**src/rtl/alu.sv**
```systemverilog
// 4-bit, 8-operation ALU with a single registered result.
// The next result is formed combinationally from (oc, a, b) and captured on each rising edge.
module alu (
    input  logic       clk,
    input  logic       rst,
    input  logic [2:0] oc,
    input  logic [3:0] a,
    input  logic [3:0] b,
    output logic [3:0] out
);

    localparam logic [2:0] OP_ADD = 3'b000;
    localparam logic [2:0] OP_SUB = 3'b001;
    localparam logic [2:0] OP_MUL = 3'b010;
    localparam logic [2:0] OP_DIV = 3'b011;
    localparam logic [2:0] OP_NOT = 3'b100;
    localparam logic [2:0] OP_XOR = 3'b101;
    localparam logic [2:0] OP_AND = 3'b110;
    localparam logic [2:0] OP_OR  = 3'b111;

    logic [3:0] result;
    logic [7:0] product;
    logic [3:0] quotient;

    assign product = {4'b0000, a} * {4'b0000, b};

    // Divide by zero saturates to all ones rather than trapping.
    always_comb begin
        quotient = '1;
        if (b != 4'd0)
            quotient = a / b;
    end

    always_comb begin
        result = '0;
        unique case (oc)
            OP_ADD:  result = a + b;
            OP_SUB:  result = a - b;
            OP_MUL:  result = product[3:0];
            OP_DIV:  result = quotient;
            OP_NOT:  result = ~a;
            OP_XOR:  result = a ^ b;
            OP_AND:  result = a & b;
            OP_OR:   result = a | b;
            default: result = '0;
        endcase
    end

    always_ff @(posedge clk or posedge rst) begin
        if (rst)
            out <= '0;
        else
            out <= result;
    end

endmodule

```
**config.mk**
```make
export PLATFORM = sky130hd
export DESIGN_NAME = alu
export DESIGN_NICKNAME = d
export VERILOG_FILES = /design/src/rtl/alu.sv
export SDC_FILE = /design/constraint.sdc
export NUM_CORES = 1
export LEC_CHECK = 0
export BUFFER_PORTS_ARGS = -buffer_cell sky130_fd_sc_hd__buf_2
export CAP_MARGIN = 20
export CORE_ASPECT_RATIO = 1.2
export CORE_UTILIZATION = 40
export CTS_CLUSTER_DIAMETER = 60
export CTS_CLUSTER_SIZE = 24
export DETAILED_ROUTE_END_ITERATION = 6
export SYNTH_ARGS = -nofsm -noshare
export SYNTH_HDL_FRONTEND = slang
export SYNTH_SLANG_ARGS = --single-unit
```
**constraint.sdc**
```tcl
create_clock -name clk -period 0.8 [get_ports clk]
set_input_delay 0.04 -clock clk [delete_from_list [all_inputs] [get_ports clk]]
set_output_delay 0.04 -clock clk [all_outputs]
set_load 0.02 [all_outputs]
```
==> results.tsv, run 1 <==
stage	metric	value	unit
layout	layout cells sized above 1	0.431	
route	WL/cell	15.3	µm
floorplanning	total die area	0.00301	mm²
layout	utilization after layout	0.651	
layout	Area growth syn-to-layout	51.6	%
clock_network	Root Buffer	clkbuf_4	
clock_network	CTS clk-pin slew, worst paths	0.04	ns
route	detailed-route via count	1194	
power	Lkg Pwr	0.801	nW
synth	post-synthesis xor/xnor area fraction	0.106	
worst_setup_path	Setup CP Type	in -> reg	
synth	synthesis-stage register bit count	4	
synth	Seq/Total Area, Yosys	0.0896	
floorplanning	num rows	20	
layout	# diodes	0	
synth	Compound-Gate Fraction of Synth Area	0.232	
worst_setup_path	CP startpoint kind	input pin	
place	DP Cell Count	210	
place	Final GP Congestion	0.847	
global_routing	antenna violations before repair	0	
power	Peak VDD IR	0.636	mV
global_routing	vias in the first global route	1190	
worst_setup_path	CP max FO	5	
worst_setup_path	crit-path max cell delay	0.29	ns
power	Tot Pwr	1.68	mW
timing	Final Setup Violations	4	
worst_setup_path	Worst Path Required	0.89	ns
power	pwr dens	990	mW/mm²
timing	Slew Limit Fails	0	
synth	Mapped Area	0.00112	mm²
route	Routed WL	3370	µm
timing	Rel. slew slack	0.805	
timing	Hold WS	0.224	ns
synth	Synth Flop Type	dfrtp_1	
clock_network	H-tree depth	1	
layout	post-route insts no fill	221	
synth	adder-cell area share of the yosys netlist	0.343	
clock_network	CTS Buf Count	3	
clock_network	Clock Sink Count	4	
route	DR iter-0 viols	31	
timing	Worst-Margin Slew	0.292	ns
synth	Yosys cell types	33	
global_routing	grt ovf	0	
synth	Post-Synth Simple-Gate Area	0.128	
layout	Largest register FFs	4	
layout	Largest regs	out: 4 flops	
global_routing	largest net degree at the start of global routing	21	
timing	Period Utilization, post-route	4.01	
layout	fin nets	233	
place	post-DP HPWL	2510	µm
route	post-route ant nets	0	
floorplanning	Die X-Extent	50.2	µm
job	MaxCap Viol Count	0	
worst_setup_path	crit path capture type	flop	
global_routing	first-pass GRT wire length	5340	µm
place	DP Worst Slack	-2.68	ns
synth	number of flops mapped to enable cells by yosys	0	
synth	mux cell area share after synthesis	0.0381	
floorplanning	initial core utilization	0.429	
clock_network	Max Buffers Root-to-Sink	2	
layout	Top reg by flops	out	
floorplanning	core area	0.00260	mm²
synth	syn avg cell area	8.04	µm²
timing	fmax	0.311	GHz
min_path	Worst Hold Class	in -> async	
floorplanning	I/O pins	17	
clock_network	CTS tree	done	
route	Vias/cell	5.40	
timing	post-layout min period	3.21	ns
place	PortBufs	16	
timing	setup ws final	-2.41	ns
timing	unrepaired setup endpoints after global routing	yes	
worst_setup_path	critical path, cell by cell	buf_2 > nor3_4 > a21oi_2 > a21oi_2 > ha_1 > o21a_1 > o211ai_2 > nand2_1 > o21ai_2 > ha_1 > o21a_1 > o21ai_2 > a21oi_4 > nor2_2 > a21oi_2 > ha_1 > a21boi_1 > o21ai_1 > nand2b_1 > a221oi_2 > o221ai_1	
timing	final hold viol count	0	
global_routing	Total GRT Usage	0.239	
route	DRC Markers	0	
synth	cells after synthesis	139	
route	DRT Pass-1 Iters	4	
synth	ys async rst share	1.00	
synth	Net Count, Synth	182	
floorplanning	Die H	59.9	µm
outcome	outcome	complete, but fails checks	
outcome	failing checks	negative setup slack	
synth	largest family of logic cells by synthesized area	adder cells	
synth	yosys warns	0	
worst_setup_path	Crit-path slowest cell	o211ai_2	
worst_setup_path	CP arrival	3.30	ns
-- per-stage QoR --
| stage | setup TNS, ns | cell area, µm² |
|---|---|---|
| after floorplan | -5.63 | 1170 |
| after global placement | -6.98 | 1470 |
| after detailed placement | -7.34 | 1470 |
| after CTS | -5.75 | 1630 |
| after global routing | -6.46 | 1690 |
| final | -6.06 | 1690 |
-- layout make-up --
class                   count  area, µm²
multi-input cells         117       1100
fillers                   240        908
repair buffers             50        370
flip-flops and latches      4        100
inverters                  14       58.8
well taps                  33       41.3
clock buffers               3       22.5
-- kinds of logic (layout without fill, tap and decap cells) --
kind of cell             after synthesis  in the layout
AO/OA/AOI/OAI                         40             40
AND/OR/NAND/NOR                       31             31
adder cells (fa/ha/maj)               30             30
buffers and inverters                 18             67
XOR/XNOR                              12             12
multiplexers                           4              4
flip-flops                             4              4
-- report_power, final --
group | total [mW] | leakage (nW) | internal, mW | switching [mW]
Sequential | 0.245 | 0.0474 | 0.235 | 0.0102
Combinational | 1.19 | 0.739 | 0.603 | 0.583
Clock | 0.247 | 0.0138 | 0.168 | 0.0790
-- repair_timing --
item                                   CTS  global route
hold buffers                             1             0
setup endpoints to repair                4             6
resized for setup                       19            13
pin swaps                                9             5
buffers inserted                         5             3
endpoints found under the hold margin    4             0
cloned                                   0             0
-- cells in the mapped netlist, types with 2 or more instances --
| cell type | number | area (µm²) |
|---|---|---|
| a21boi_0 | 3 | 22.5 |
| a21o_1 | 2 | 15.0 |
| a21oi_1 | 10 | 50.1 |
| a31oi_1 | 5 | 31.3 |
| buf_2 | 3 | 15.0 |
| dfrtp_1 | 4 | 100 |
| ha_1 | 29 | 363 |
| inv_1 | 14 | 52.6 |
| mux2_2 | 2 | 22.5 |
| mux2i_1 | 2 | 20.0 |
| nand2_1 | 10 | 37.5 |
| nand2b_1 | 2 | 12.5 |
| nand3b_1 | 2 | 15.0 |
| nor2_1 | 10 | 37.5 |
| nor2b_1 | 2 | 12.5 |
| nor3_1 | 3 | 15.0 |
| o21a_1 | 2 | 15.0 |
| o21ai_0 | 7 | 35.0 |
| o221ai_1 | 2 | 17.5 |
| o22ai_1 | 2 | 12.5 |
| xnor2_1 | 11 | 96.3 |
-- layer usage --
metal  up-vias  part of all wire  GRT usage
li1        593                 -          -
met1       565              0.40      0.254
met2        36              0.56      0.499
met3         0             0.040     0.0153
met4         0                 0     0.0531
met5         -                 0          0
-- critical path, delay by kind of cell --
kind | cells | cell delay (ns)
buffers and inverters | 1 | 0.12
AOI/OAI and AO/OA | 13 | 1.83
adders and majority gates | 3 | 0.79
and+or+nand+nor | 4 | 0.52
-- placed cells by master (no fill, tap or decap), drive strengths merged --
cell type / count
nor3: 3
o31ai: 1
a211oi: 1
nor2b: 2
a21oi: 10
mux2: 2
o31a: 1
o21ai: 7
o21a: 2
o221ai: 2
clkbuf: 3
a22oi: 1
inv: 13
o211ai: 2
or3: 1
dlygate4sd3: 1
xnor3: 1
o22ai: 2
fa: 1
clkinvlp: 1
xnor2: 11
dfrtp: 4
ha: 29
a221oi: 1
a31oi: 5
nand2: 11
mux2i: 2
nand2b: 2
nor2: 10
buf: 49
a21boi: 3
nand3b: 2
a21o: 2
-- worst max-delay path by stage --
stage,depth (start not counted),endpoint,from
finish,21,out[0],b[1]
global route,22,out[0],b[0]
CTS,19,out[0],b[0]
detailed placement,18,out[0],b[3]
global placement,18,out[0],b[3]
floorplan,18,out[0],b[0]
Power figures use the tool's default switching activity.
==> run 2: changes to the inputs <==
- CTS_BUF_LIST: not set -> sky130_fd_sc_hd__clkbuf_16
- SETUP_SLACK_MARGIN: not set -> 0.1
==> run 2 against run 1 <==
  * Die area stayed put
  * Critical path type unchanged
  * Global-route usage unchanged
  * Clock power rose to 3.2 times the previous value
  * Maximum frequency shrank 0.57%
  * Count of clock-buffer cells in the layout stayed put
  * The run still ends with negative setup slack left
==> results.tsv, run 2 (synthesis gave the netlist of run 1 again) <==
stage	metric	value	unit
route	DRC Markers	0	
floorplanning	initial core utilization	0.429	
worst_setup_path	CP arrival	3.31	ns
route	Vias/cell	5.47	
timing	final hold viol count	0	
clock_network	Root Buffer	clkbuf_16	
worst_setup_path	Critical path origin	b[1]	
global_routing	first-pass GRT wire length	5350	µm
floorplanning	num rows	20	
outcome	outcome	complete, but fails checks	
power	Peak VDD IR	1.41	mV
timing	Hold WS	0.233	ns
place	post-DP HPWL	2510	µm
place	PortBufs	16	
clock_network	CTS Buf Count	3	
global_routing	vias in the first global route	1185	
min_path	Worst Hold Class	in -> async	
route	WL/cell	15.4	µm
floorplanning	Die H	59.9	µm
timing	Period Utilization, post-route	4.04	
layout	Largest regs	out: 4 flops	
outcome	failing checks	negative setup slack	
timing	post-layout min period	3.23	ns
layout	fin nets	233	
worst_setup_path	Setup CP Type	in -> reg	
global_routing	antenna violations before repair	0	
global_routing	grt ovf	0	
layout	final instance area	0.00176	mm²
floorplanning	total die area	0.00301	mm²
worst_setup_path	CP startpoint kind	input pin	
worst_setup_path	CP max FO	5	
layout	utilization after layout	0.676	
place	Placed Area	0.00147	mm²
global_routing	largest net degree at the start of global routing	21	
timing	Final Setup Violations	4	
layout	Largest register FFs	4	
layout	Top reg by flops	out	
floorplanning	core area	0.00260	mm²
worst_setup_path	critical path endpoint	out[0]	
worst_setup_path	Worst Path Required	0.88	ns
layout	# diodes	0	
route	detailed-route via count	1209	
timing	setup ws final	-2.43	ns
timing	Slew Limit Fails	0	
worst_setup_path	critical path, cell by cell	buf_2 > nor3_4 > a21oi_2 > a21oi_2 > ha_1 > o21a_1 > o211ai_2 > nand2_1 > o21ai_2 > ha_1 > o21a_1 > o21ai_2 > a21oi_4 > nor2_2 > a21oi_2 > ha_1 > a21boi_1 > o21ai_1 > nand2b_1 > a221oi_2 > o221ai_1	
route	DR iter-0 viols	27	
route	post-route ant nets	0	
power	Lkg Pwr	0.828	nW
global_routing	Total GRT Usage	0.239	
place	Final GP Congestion	0.847	
worst_setup_path	crit-path max cell delay	0.29	ns
layout	Area growth syn-to-layout	57.4	%
timing	Worst-Margin Slew	0.313	ns
layout	layout cells sized above 1	0.431	
floorplanning	I/O pins	17	
route	DRT Pass-1 Iters	4	
clock_network	CTS clk-pin slew, worst paths	0.03	ns
timing	Rel. slew slack	0.791	
clock_network	CTS tree	done	
timing	setup TNS	-6.11	ns
timing	fmax	0.310	GHz
floorplanning	Die X-Extent	50.2	µm
route	Routed WL	3400	µm
power	Tot Pwr	2.24	mW
power	pwr dens	1270	mW/mm²
layout	commonest non-fill, non-tap cell in the layout	buf_4	
layout	commonest cells after routing, fill and taps aside	buf_4, ha_1, inv_1	
clock_network	Clock Sink Count	4	
timing	unrepaired setup endpoints after global routing	yes	
worst_setup_path	crit path capture type	flop	
clock_network	Max Buffers Root-to-Sink	2	
job	MaxCap Viol Count	0	
clock_network	H-tree depth	1	
worst_setup_path	Crit-path slowest cell	o211ai_2	
[run 2: timing repair]
| item | in CTS | in global routing |
|---|---|---|
| hold buffers | 1 | 0 |
| pin swaps | 9 | 5 |
| setup endpoints to repair | 8 | 8 |
| gates resized for setup | 27 | 9 |
| buffers inserted | 5 | 3 |
| endpoints found under the hold margin | 4 | 0 |
[run 2: how the worst min path moves through the flow]
stage / slack (ns) / endpoint / depth (start not counted)
after global routing: 0.27 / out[1] / 3
final: 0.23 / out[0] / 3
after detailed placement: -0.08 / out[1] / 2
after global placement: -0.08 / out[2] / 2
after floorplan: -0.19 / out[0] / 1
after CTS: 0.24 / out[3] / 3
[run 2: layout make-up]
type                    instances  area (µm²)
well taps                      33        41.3
flip-flops and latches          4         100
repair buffers                 50         383
inverters                      14        58.8
clock buffers                   3        75.1
fillers                       223         843
multi-input cells             117        1100
[run 2: power by group]
part	internal (mW)	switching, mW
Sequential	0.236	0.0152
Clock	0.639	0.143
Combinational	0.620	0.585
Total	1.49	0.743
[run 2: through the flow]
| stage | worst slack [ns] | std cells |
|---|---|---|
| floorplan | -2.31 | 139 |
| global placement | -2.51 | 210 |
| detailed placement | -2.68 | 210 |
| CTS | -2.30 | 219 |
| global route | -2.61 | 221 |
| finish | -2.43 | 221 |
[run 2: layer usage]
metal / wire length [µm] / track usage
met1: 1360 / 0.255
met2: 1890 / 0.497
met3: 133 / 0.0153
met4: 22 / 0.0531
met5: 0 / 0
[run 2: critical path, delay by kind of cell]
kind | cells | cell delay (ns)
adders and majority gates | 3 | 0.79
and+or+nand+nor | 4 | 0.52
AOI/OAI and AO/OA | 13 | 1.84
buffers and inverters | 1 | 0.12
==> run 3: changes to the inputs <==
- ABC_AREA: not set -> 1
==> run 3 against run 2 <==
  * The run still ends with negative setup slack left
  * Total power grew 11%
  * Utilization increased by 7.1 points
  * Die area is 12% higher
  * Hold slack worse by 0.048 ns
  * First-iteration DRC count increased by 110%
  * Global-route usage increased by 6.1 points
  * Critical path depth is 6 higher
  * Maximum frequency increased by 9.4%
  * Critical path type unchanged
  * Critical endpoint unchanged
==> results.tsv, run 3 <==
stage	metric	value	unit
floorplanning	I/O pins	17	
layout	Top reg by flops	out	
job	MaxCap Viol Count	0	
power	sequential power share	0.103	
synth	top-count cell post-synth	nand2_1	
power	Sw Ratio	0.362	
power	share of total power in combinational logic	0.572	
layout	fillers	218	
outcome	failing checks	negative setup slack	
clock_network	Root Buffer	clkbuf_16	
timing	Final Setup Violations	4	
layout	Largest regs	out: 4 flops	
layout	commonest cells after routing, fill and taps aside	buf_4, nand2_1, ha_1	
worst_setup_path	crit path capture type	flop	
clock_network	CTS clk-pin slew, worst paths	0.03	ns
worst_setup_path	Worst Path Required	0.91	ns
outcome	outcome	complete, but fails checks	
route	Vias/cell	5.24	
layout	# diodes	0	
worst_setup_path	Buf/Inv on CP	4	
global_routing	grt ovf	0	
power	Peak VDD IR	1.36	mV
worst_setup_path	CP arrival	3.06	ns
timing	Period Utilization, post-route	3.69	
synth	largest cells by area after synthesis	ha_1, nand2_1, nand3_1	
route	detailed-route via count	1625	
global_routing	largest net degree at the start of global routing	8	
synth	cells after synthesis	200	
timing	post-layout min period	2.95	ns
clock_network	CTS Buf Count	3	
synth	synthesis-stage register bit count	4	
power	Clk pwr share	0.325	
route	WL/cell	13.9	µm
synth	number of flops mapped to enable cells by yosys	0	
layout	layout cells sized above 1	0.457	
route	DRC Markers	0	
worst_setup_path	CP max FO	6	
power	Lkg Pwr	1.17	nW
synth	Net Count, Synth	243	
route	DRT Pass-1 Iters	4	
global_routing	antenna violations before repair	0	
route	Routed WL	4300	µm
synth	syn avg cell area	6.26	µm²
floorplanning	num rows	21	
power	pwr dens	1150	mW/mm²
timing	Hold WS	0.185	ns
floorplanning	initial core utilization	0.433	
layout	fin nets	321	
global_routing	first-pass GRT wire length	7400	µm
clock_network	Max Buffers Root-to-Sink	2	
worst_setup_path	delay-heaviest family, CP	simple AND/OR/NAND/NOR gates	
synth	Synth Flop Type	dfrtp_1	
place	post-DP HPWL	3120	µm
synth	Yosys cell types	25	
floorplanning	Die X-Extent	53.1	µm
worst_setup_path	crit-path max cell delay	0.27	ns
clock_network	CTS tree	done	
timing	Slew Limit Fails	0	
timing	setup TNS	-5.18	ns
synth	Mapped Area	0.00125	mm²
route	post-route ant nets	0	
layout	commonest non-fill, non-tap cell in the layout	buf_4	
timing	final hold viol count	0	
floorplanning	core area	0.00289	mm²
min_path	HP Start	oc[2]	
worst_setup_path	Crit-path slowest cell	ha_4	
power	Internal Power	1.58	mW
route	DR iter-0 viols	56	
place	PortBufs	16	
worst_setup_path	CP startpoint kind	input pin	
power	Tot Pwr	2.48	mW
min_path	WHS Endpoint	out[3]	
power	Sw Pwr	0.899	mW
synth	Seq/Total Area, Yosys	0.0799	
floorplanning	Die H	63.3	µm
synth	most common library cells after synthesis	nand2_1, ha_1, inv_1	
layout	Area growth syn-to-layout	72.4	%
clock_network	H-tree depth	1	
worst_setup_path	Setup CP Type	in -> reg	
min_path	Worst Hold Class	in -> reg	
timing	unrepaired setup endpoints after global routing	yes	
min_path	worst hold stages	4	
timing	setup ws final	-2.15	ns
synth	ys async rst share	1.00	
place	Final GP Congestion	0.933	
timing	fmax	0.339	GHz
synth	post-synth top area share	0.290	
synth	yosys warns	0	
timing	Rel. slew slack	0.804	
place	DP Worst Slack	-2.61	ns
floorplanning	total die area	0.00336	mm²
layout	Largest register FFs	4	
global_routing	Total GRT Usage	0.300	
worst_setup_path	most used cell, CP	nand2_1	
timing	Worst-Margin Slew	0.294	ns
clock_network	Clock Sink Count	4	
synth	dominant cell type by area after synthesis	ha_1	
global_routing	vias in the first global route	1656	
-- run 3: changes by cell type in the layout (fill, tap and decap cells not counted), sizes merged, moves of 3 or more --
| cell | previous run | this run |
|---|---|---|
| xor2 | 0 | 5 |
| inv | 13 | 30 |
| nand4 | 0 | 6 |
| a21boi | 3 | 0 |
| buf | 49 | 74 |
| nand2 | 11 | 62 |
| a21oi | 10 | 5 |
| xnor2 | 11 | 0 |
| a31oi | 5 | 0 |
| nand3 | 0 | 23 |
| nor2 | 10 | 16 |
-- run 3: layout make-up --
cell class / instances / area [µm²] / area share
clock buffers: 3 / 75.1 / 0.0348
inverters: 31 / 128 / 0.0591
multi-input cells: 163 / 1220 / 0.565
flip-flops and latches: 4 / 100 / 0.0463
well taps: 34 / 42.5 / 0.0197
repair buffers: 75 / 594 / 0.275
-- run 3: tightest hold or removal path, stage by stage --
cell     delay, ns
buf_2         0.09
nor2_2        0.07
nand3_2       0.09
nand3_2       0.07
-- run 3: worst max-delay path by stage --
stage                     startpoint  endpoint  slack (ns)  cells after the start
after floorplan                 b[0]    out[0]       -2.23                     27
after global placement          b[0]    out[0]       -2.39                     28
after detailed placement        b[0]    out[0]       -2.61                     28
after CTS                       b[0]    out[0]       -2.16                     28
after global routing            b[0]    out[0]       -2.35                     26
final                           b[0]    out[0]       -2.15                     27
-- run 3: layer usage --
metal / vias up / GRT usage / wire length, µm
li1: 801 / - / -
met5: - / 0 / 0
met2: 51 / 0.530 / 2310
met4: 0 / 0.155 / 165
met1: 753 / 0.333 / 1700
met3: 20 / 0.0411 / 134
-- run 3: repair_timing --
action                     in CTS  in global routing
pin swaps                      31                 17
hold endpoints to repair        4                  0
buffers inserted               13                  2
resized for setup              53                  5
setup endpoints to repair       8                  8
hold buffers                    1                  0
-- run 3: kinds of logic (layout without fill, tap and decap cells) --
logic type | after synthesis | count (layout) | share of synthesized area
buffers and inverters | 33 | 109 | 0.110
xor gates and xnor gates | 5 | 5 | 0.0350
adders and majority gates | 30 | 30 | 0.306
DFF | 4 | 4 | 0.0799
AOI/OAI and AO/OA | 14 | 14 | 0.0579
and+or+nand+nor | 114 | 114 | 0.412
-- run 3: power groups by stage --
stage	clock network, mW	registers, mW	logic (mW)
3_3_place_gp	0	0.246	1.04
3_5_place_dp	0	0.248	1.08
4_1_cts	0.798	0.255	1.34
6_report	0.806	0.256	1.42
5_1_grt	0.827	0.262	1.57
2_1_floorplan	0	0.292	0.589
-- run 3: through the flow --
step / area, µm² / instances / util
after floorplan: 1290 / 200 / -
after global placement: 1730 / 293 / 0.598
after detailed placement: 1730 / 293 / 0.598
after CTS: 2110 / 308 / 0.731
after global routing: 2160 / 310 / 0.747
final: 2160 / 310 / 0.747
